File: src/rtl/mem_principal_ctrl.sv
// Backing main-memory controller behind the 2-way cache.
// Serves misses with optional dirty-victim write-back, then a fixed-latency refill.
module mem_principal_ctrl #(
    parameter int LAT = 3,
    parameter int DW  = 8,
    parameter int AW  = 5
) (
    input  logic          clock,
    input  logic          resetn,
    input  logic          req,
    input  logic [AW-1:0] rd_addr,
    input  logic          wb_en,
    input  logic [AW-1:0] wb_addr,
    input  logic [DW-1:0] wb_data,
    output logic          busy,
    output logic          done,
    output logic [DW-1:0] rd_data,
    output logic [2:0]    state_dbg
);

    localparam int DEPTH = 1 << AW;
    localparam logic [3:0] CNT_LOAD = 4'(LAT - 1);

    typedef enum logic [1:0] {
        IDLE    = 2'd0,
        WB_WAIT = 2'd1,
        RD_WAIT = 2'd2,
        DONE    = 2'd3
    } state_t;

    state_t        state;
    logic [3:0]    cnt;
    logic [AW-1:0] ra_q;
    logic [AW-1:0] wa_q;
    logic [DW-1:0] wd_q;
    logic          wb_q;

    // Words never written read back as their own address (power-up
    // content mem[i]=i); the written map survives reset like the array.
    logic [DW-1:0]    mem [DEPTH];
    logic [DEPTH-1:0] written = '0;

    logic          commit;
    logic [DW-1:0] rd_val;

    assign commit = (state == WB_WAIT) && (cnt == 4'd0) && wb_q;

    // Read mux: written words come from the array, others from the address
    always_comb begin
        rd_val = DW'(ra_q);
        if (written[ra_q])
            rd_val = mem[ra_q];
    end

    // Array write port; not reset so stored data survives resetn
    always_ff @(posedge clock) begin
        if (commit) begin
            mem[wa_q]     <= wd_q;
            written[wa_q] <= 1'b1;
        end
    end

    // Main FSM: accept, optional write-back phase, read phase, done pulse
    always_ff @(posedge clock or negedge resetn) begin
        if (!resetn) begin
            state   <= IDLE;
            cnt     <= 4'd0;
            ra_q    <= '0;
            wa_q    <= '0;
            wd_q    <= '0;
            wb_q    <= 1'b0;
            rd_data <= '0;
        end else begin
            unique case (state)
                IDLE: begin
                    if (req) begin
                        ra_q  <= rd_addr;
                        wa_q  <= wb_addr;
                        wd_q  <= wb_data;
                        wb_q  <= wb_en;
                        cnt   <= CNT_LOAD;
                        state <= wb_en ? WB_WAIT : RD_WAIT;
                    end
                end
                WB_WAIT: begin
                    if (cnt == 4'd0) begin
                        cnt   <= CNT_LOAD;
                        state <= RD_WAIT;
                    end else begin
                        cnt <= cnt - 4'd1;
                    end
                end
                RD_WAIT: begin
                    if (cnt == 4'd0) begin
                        rd_data <= rd_val;
                        state   <= DONE;
                    end else begin
                        cnt <= cnt - 4'd1;
                    end
                end
                DONE: begin
                    state <= IDLE;
                end
                default: begin
                    state <= IDLE;
                end
            endcase
        end
    end

    assign busy      = (state != IDLE);
    assign done      = (state == DONE);
    assign state_dbg = {1'b0, state};

endmodule

File: config.mk
export PLATFORM = sky130hd
export DESIGN_NAME = mem_principal_ctrl
export DESIGN_NICKNAME = d
export VERILOG_FILES = /design/src/rtl/mem_principal_ctrl.sv
export SDC_FILE = /design/constraint.sdc
export NUM_CORES = 1
export LEC_CHECK = 0
export CAP_MARGIN = 15
export CORE_MARGIN = 4
export CORE_UTILIZATION = 45
export CTS_BUF_LIST = sky130_fd_sc_hd__clkbuf_4
export DETAILED_ROUTE_END_ITERATION = 8
export SLEW_MARGIN = 20
export SYNTH_ARGS = -nofsm -noshare
export SYNTH_HDL_FRONTEND = slang
export SYNTH_SLANG_ARGS = --single-unit
File: constraint.sdc
create_clock -name clock -period 8.7 [get_ports clock]
set_input_delay 1.305 -clock clock [delete_from_list [all_inputs] [get_ports clock]]
set_output_delay 1.305 -clock clock [all_outputs]
set_load 0.01 [all_outputs]
==> metrics list, run 1 <==
- Total of cells resized after clock tree synthesis: 0
- H-tree depth: 3
* Number of vias per cell after detailed routing: 5.65
* Maximum frequency from static timing analysis: 0.287 GHz
- Of all nets on the critical path, the largest fanout is 36.
- The worst setup path is captured at a flop.
- Vias after detailed routing: 6,957
* Ys flop type: edfxtp_1
* Proportion of synthesized chip area in sequential cells: 72.7%
- DIE HEIGHT: 178 µm
- Initial cell density of the core: 45.6%
- Root buf cell: clkbuf_4
* Worst hold path type: flop to flop
- For this run, the total global-route usage over all layers was measured as 19.7%.
- Number of unique standard cell types used by synthesis: 49
- Clock latency of the later-clocked register in the worst-skew pair: 0.68 ns
* Final HPWL from detailed placement: 19,100 µm
- FILL cells: 2,332
- Pin count of the biggest net entering global routing: 64
* Die X: 178 µm
* Combined area of the multi-input logic cells: 0.00333 mm²
* Highest ir drop seen on vdd: 0.140 mV
- After technology mapping, the gate count stands at 695.
- TritonCTS built the clock tree.
- Max-capacitance violation count: 0
- After clock tree synthesis, the clock-pin slew on the worst setup and hold paths is 0.07 ns.
* Worst-case setup margin in the final layout: 5.22 ns
* Net count of the finished layout: 815
- Net switching fraction of the power: 33.6%
- No sink is reached through more buffers than the 3 on the longest clock path.
- Worst reg2reg path startpoint: cnt[0]
* Max-slew violations: 0
* Num Clock Sinks: 321
- Clock buffer count from CTS: 80
* Accumulated negative setup slack: 0 ns
* Number of antenna violations at the first check in global routing: 1
- Routed WL: 30,100 µm
- After detailed routing, the number of remaining DRC violations is 0.
- The die covers 0.0318 mm².
- In this run the mean area of a mapped cell was 18.8 µm².
- The first global-routing pass estimated 45,900 µm of wire.
- Count of flip-flops with a built-in enable after synthesis: 288
* Final number of setup-violating endpoints: 0
- DR pass1 iterations: 6
- Post-Place Worst Slack: 5.32 ns
- Row generation in the floorplan step produced 62 rows.
- In the final routed layout, each cell accounts on average for 24.4 µm.
- Subtracting the final worst setup slack from the clock period gives 3.48 ns.
* Number of register bits inferred by synthesis: 321
* Unrepaired setup endpoints after global routing: no
* Count of hold-fix buffers inserted at cts: 0
- Cell internal power was estimated by the tool at 3.22 mW.
- The share of total power dissipated in sequential elements is 41.8%.
- Leak: 4.84 nW
* Critical path class: flop to flop
* Async SR Flop Fraction: 10.3%
* Critical hold path startpoint: rd_data[6]
- The first routing iteration left 708 violations.
* Core region area: 0.0286 mm²
- The congestion estimate from routability-driven global placement came to 0.805.
- Combinational logic is responsible for 32.5% of the overall power.
* Reported net switching power: 1.63 mW
- During placement, the flow inserted port buffers numbering 33.
* Crit path DAT: 3.75 ns
* Power density over cell area: 328 mW/mm²
* Antenna Nets Post-Route: 0
- STA classifies the critical path startpoint as a flop.
- Max-slew headroom at the worst pin: 30.0%
- In the finished design, the share of the clock period the worst path needs comes to 40.0%.
- Setup bufs post-CTS: 0
- The via count of the first global-routing pass came to 7,334.
- Top library cells by usage in the layout, fill and taps aside: edfxtp_1 (288), clkbuf_4 (122), mux4_2 (58)
- Of the cells placed in the final design, the portion with a size suffix greater than 1 is 27.0%.
* Slew at the pin closest to its max-slew limit: 1.05 ns
- Share of power burned in the clock network: 25.7%
- Leaving out fill and tap cells, the most frequent cell in the layout is edfxtp_1.
- The sequential cells in the finished layout cover a total of 0.00948 mm².
- The Yosys step of the flow raised 0 warnings.
- The clock arrives with 0.0457 ns of skew.
- Total standard cell area after synthesis: 0.0130 mm²
- The final hold violation count is 0.
- Post-Syn Nets: 724
* Status: finished, final reports clean
* I/O pins: 35
- Data on the critical path is required at its endpoint by 8.96 ns.
* Critical Path Start: cnt[0]
- P&R area growth vs syn: 13.4%
- The total overflow left after global routing is 0.
## cells in the mapped netlist (all sizes together) (7+ instances only)
master | n | area share, %
a21oi | 7 | 0.27
a22oi | 10 | 0.58
buf | 22 | 1.1
clkbuf | 17 | 0.49
dfrtp | 33 | 6.3
edfxtp | 288 | 66
ha | 7 | 0.67
inv | 7 | 0.20
mux2 | 20 | 1.7
mux2i | 38 | 2.9
mux4 | 65 | 11
nand2 | 28 | 0.81
nand2b | 11 | 0.53
nand3 | 7 | 0.31
nor2 | 39 | 1.1
o21ai | 15 | 0.58
o21bai | 32 | 1.8
## registers in the layout (all words and copies together), names as in the netlist
signal / flops
ra_q: 5
written: 32
cnt: 4
wb_q: 1
wd_q: 8
mem: 256
wa_q: 5
state: 2
rd_data: 8
## critical path, cell delays in order (launching register included)
cell	delay [ns]
dfrtp_1	0.38
inv_1	0.12
ha_1	0.16
nor3b_1	0.48
and3_1	0.25
buf_4	0.44
nand2b_1	0.34
nor2_1	0.88
## layer usage
| layer | GRT usage [%] | vias to the layer above | wire (µm) |
|---|---|---|---|
| li1 | - | 3027 | - |
| met4 | 7.07 | 0 | 759 |
| met3 | 5.77 | 57 | 2320 |
| met1 | 27.4 | 3590 | 12900 |
| met5 | 0 | - | 0 |
| met2 | 29.9 | 283 | 14200 |
## cells by family after synthesis
kind of cell | share of synthesized area [%]
AOI/OAI and AO/OA | 4.87
adders and majority gates | 0.672
muxes | 16.1
other | 0.0288
and+or+nand+nor | 3.91
buffers and inverters | 1.79
DFF | 72.7
## through the flow
| step | std cells | hold slack (ns) | utilization, % | cell area (µm²) | total power [mW] |
|---|---|---|---|---|---|
| after floorplan | 695 | 0.462 | - | 13000 | 3.08 |
| after global placement | 1088 | 0.477 | 48.1 | 13800 | 3.60 |
| after detailed placement | 1088 | 0.474 | 48.1 | 13800 | 3.64 |
| after CTS | 1231 | 0.488 | 51.7 | 14800 | 4.90 |
| after global routing | 1232 | 0.509 | 51.7 | 14800 | 5.10 |
| final | 1232 | 0.488 | 51.7 | 14800 | 4.85 |
## power groups by stage
stage	logic, mW	registers, mW	clock network [mW]
after global routing	1.69	2.04	1.37
after global placement	1.54	2.06	0
after CTS	1.58	2.03	1.29
final	1.57	2.03	1.25
after floorplan	0.965	2.12	0
after detailed placement	1.58	2.06	0
## cell type report
type / count / area share [%]
Clock buffer: 122 / 6.19
Multi-Input combinational cell: 328 / 22.5
Antenna cell: 1 / 0.0169
Sequential cell: 321 / 64.1
Timing Repair Buffer: 48 / 3.00
Clock inverter: 21 / 0.728
Inverter: 7 / 0.178
Tap cell: 384 / 3.25
## worst paths after layout
check	endpoint	slack, ns	cells after the start
worst max-delay path	mem[4][2]	5.22	7
max in group asynchronous	ra_q[0]	7.25	2
worst min-delay path	rd_data[6]	0.49	2
worst max register to register	mem[4][2]	5.22	7
worst min register to register	rd_data[6]	0.49	2
min in group asynchronous	cnt[1]	1.05	2
Power figures use the tool's default switching activity.
==> run 2: changes to the inputs <==
==> constraint.sdc (replaced) <==
create_clock -name clock -period 3 [get_ports clock]
set_input_delay 0.45 -clock clock [delete_from_list [all_inputs] [get_ports clock]]
set_output_delay 0.45 -clock clock [all_outputs]
set_load 0.01 [all_outputs]
==> run 2 against run 1 <==
  * Sequential share of layout area decreased by 1.5 points
  * First-iteration DRC count decreased by 7.1%
  * Fmax increased by 31%
  * Via count increased by 1.7%
  * Sequential cell count unchanged
  * Routed wire length increased by 0.21%
  * Hold slack got worse by 0.30 ns
  * Non-clock buffer count increased by 47
  * Combinational power increased to 2.7 times the previous value
  * Critical endpoint is now rd_data[2]
  * Clock power increased to 2.8 times the previous value
  * Clock-buffer cell count decreased by 2
==> metrics list, run 2 (synthesis results as in run 1) <==
* Worst reg2reg path startpoint: ra_q[0]
- Detail Route met3 WL: 2390 µm (+3.1%)
* Pin count of the biggest net entering global routing: 34 (-47%)
- The via total after detailed routing was 7,077 (+1.7%).
- Compared with the post-synthesis result, the final layout area differs by 16.2%.
- Leak: 5.09 nW (+5.2%)
- The relative contribution of combinational cells to total power is 29.9% (-2.6 points).
- Antenna Nets Post-Route: 0 (unchanged)
* Num Clock Sinks: 321 (unchanged)
- Wire length of the first global-routing pass: 46,000 µm (+0.12%)
* Total of cells resized after clock tree synthesis: 0 (unchanged)
- Net count of the finished layout: 863 (+5.9%)
* WL met2: 14,700 µm (+3.6%)
- The root buffer cell chosen for the clock tree is clkbuf_4.
- The final period utilization came to 88.4% (+48 points).
- The required time reported for the critical path endpoint came to 3.52 ns (-5.44 ns).
* Clock latency of the later-clocked register in the worst-skew pair: 0.68 ns (about the same)
- Reg2Reg Setup Slack: 0.35 ns (-4.87 ns)
- The part of the power in the clock network came to 25.0% (-0.7 points).
- Status: finished, final reports clean
* Routed WL: 30,200 µm (+0.21%)
- The maximum fanout encountered on the critical timing path came to 29 (-19%).
- The number of top-level pins is 35 (unchanged).
- The mean routed wirelength per cell came to 23.5 µm (-3.7%).
* Reported net switching power: 4.66 mW (+190%)
* Internal portion of total power: 9.36 mW (+190%)
- The number of core rows was 62 (unchanged).
* Number of antenna violations at the first check in global routing: 1 (unchanged)
- Clock slew seen by the registers of the worst setup and hold paths: 0.06 ns (about the same)
* Share of final-layout standard cells stronger than drive strength 1: 31.1% (+4.1 points)
- Clock tree skew after final layout: 0.0272 ns (-0.0185 ns)
- Reg-to-reg endpoint: rd_data[2]
- Kind of end point of the critical path: flop
- The met1 wire length came to 12,500 µm (-2.7%).
- The data arrival time of the critical path is 3.17 ns (-0.58 ns).
- Drt drc: 0 (unchanged)
- The depth of the worst register-to-register path came to 8 (+1).
* Number of global-route vias before repair: 7,416 (+1.1%)
- The count of buffers from port buffering came to 33 (unchanged).
* Number of vias per cell after detailed routing: 5.52 (-2.2%)
- Total cell area at the placement stage: 0.0141 mm² (+2.8%)
- The height of the chip was 178 µm (unchanged).
- Top library cells by usage in the layout, fill and taps aside: edfxtp_1 (288), clkbuf_4 (120), buf_4 (60)
* Initial drt markers: 658 (-7.1%)
- The area of all placed cells without fillers was 0.0151 mm² (+2.4%).
* Final number of setup-violating endpoints: 0 (unchanged)
- Largest register FFs: 256 (unchanged)
- Area enclosed by the die boundary: 0.0318 mm² (unchanged)
- The maximum clock rate was 0.377 GHz (+31%).
- Global route overflow: 0 (unchanged)
* Clock tree from TritonCTS: built
- The effective utilization at floorplan came to 45.6% (unchanged).
* Crit path time final: 2.65 ns (-0.831 ns)
- Max-slew violations: 0 (unchanged)
- The count of max-cap constraint violations was 0 (unchanged).
* Critical path startpoint category: flop
- Clock buffer count from CTS: 81 (+1.3%)
* Net switching fraction of the power: 33.3% (-0.33 points)
* GRT Overall Usage: 19.8% (+0.14 points)
- Power density over cell area: 925 mW/mm² (+180%)
- The library cell used most frequently in the layout, excluding fill and tap cells, is edfxtp_1.
- The number of setup buffers added after CTS is 0 (unchanged).
- Core region area: 0.0286 mm² (unchanged)
* Seq pwr share: 45.1% (+3.3 points)
- Accumulated negative setup slack: 0 ns (unchanged)
- The routability congestion estimate is 0.850 (+5.6%).
* Worst hold path type: primary input to async pin
- The headroom to the max-slew limit is 27.7% (-2.3 points).
- In the final layout, the registers with the most flip-flops are mem: 256 flops, written: 32 flops.
* Die X: 178 µm (unchanged)
* Unrepaired setup endpoints after global routing: no
- DR pass1 iterations: 5 (-1)
- H-tree depth: 3 (unchanged)
* Final HPWL from detailed placement: 20,100 µm (+5.2%)
- Counting flops per register, the top entry is mem.
- Routed signal wires occupy layers up through met4.
- Critical path class: flop to flop
- Count of hold-fix buffers inserted at cts: 0 (unchanged)
* Maximum clock path buffer count: 3 (unchanged)
* FILL cells: 2,314 (-0.77%)
- Slew at the pin closest to its max-slew limit: 1.08 ns (+0.0384 ns)
- Highest ir drop seen on vdd: 0.379 mV (+170%)
- Final hold violations: 0 (unchanged)
run 2: area by class of cell:
| class | count | area, µm² | area share, % |
|---|---|---|---|
| diodes | 1 | 2.50 | 0.0165 |
| well taps | 384 | 480 | 3.17 |
| multi-input cells | 328 | 3330 | 22.0 |
| inverters | 7 | 26.3 | 0.173 |
| clock inverters | 26 | 104 | 0.686 |
| repair buffers | 95 | 821 | 5.42 |
| clock buffers | 120 | 901 | 5.95 |
| flip-flops and latches | 321 | 9480 | 62.6 |
run 2: stage by stage:
step	setup slack, ns	utilization [%]	hold slack [ns]	power (mW)	cells
final	0.348	52.9	0.185	14.0	1282
after global routing	0.147	52.9	0.185	14.8	1282
after CTS	0.295	52.9	0.137	14.2	1281
after detailed placement	0.324	49.4	0.479	10.6	1135
after global placement	0.332	49.4	0.482	10.5	1135
after floorplan	0.259	-	0.154	8.94	695
run 2: power groups by stage:
stage / registers, mW / logic [mW] / clock network [mW]
after floorplan: 6.14 / 2.80 / 0
after global placement: 6.40 / 4.13 / 0
after detailed placement: 6.43 / 4.22 / 0
after CTS: 6.32 / 4.23 / 3.63
after global routing: 6.38 / 4.54 / 3.89
final: 6.33 / 4.19 / 3.50
run 2: worst max-delay path, cell delays in order (launching register included):
cell	delay, ns
dfrtp_4	0.78
buf_4	0.35
buf_4	0.20
mux4_2	0.50
a22o_1	0.22
o21ai_1	0.11
o211ai_1	0.09
mux2i_1	0.15
o21ai_1	0.09
run 2: worst max path at each step:
stage,start,depth (start not counted),endpoint,slack [ns]
after floorplan,cnt[0],6,mem[11][0],0.26
after global placement,ra_q[0],8,rd_data[2],0.33
after detailed placement,ra_q[0],8,rd_data[2],0.32
after CTS,ra_q[0],8,rd_data[2],0.29
after global routing,ra_q[0],8,rd_data[2],0.15
final,ra_q[0],8,rd_data[2],0.35
run 2: routing by layer:
metal,track usage [%],vias to the layer above
met5,0,-
met1,27.1,3622
met3,5.04,43
met4,6.49,0
li1,-,3127
met2,31.5,285
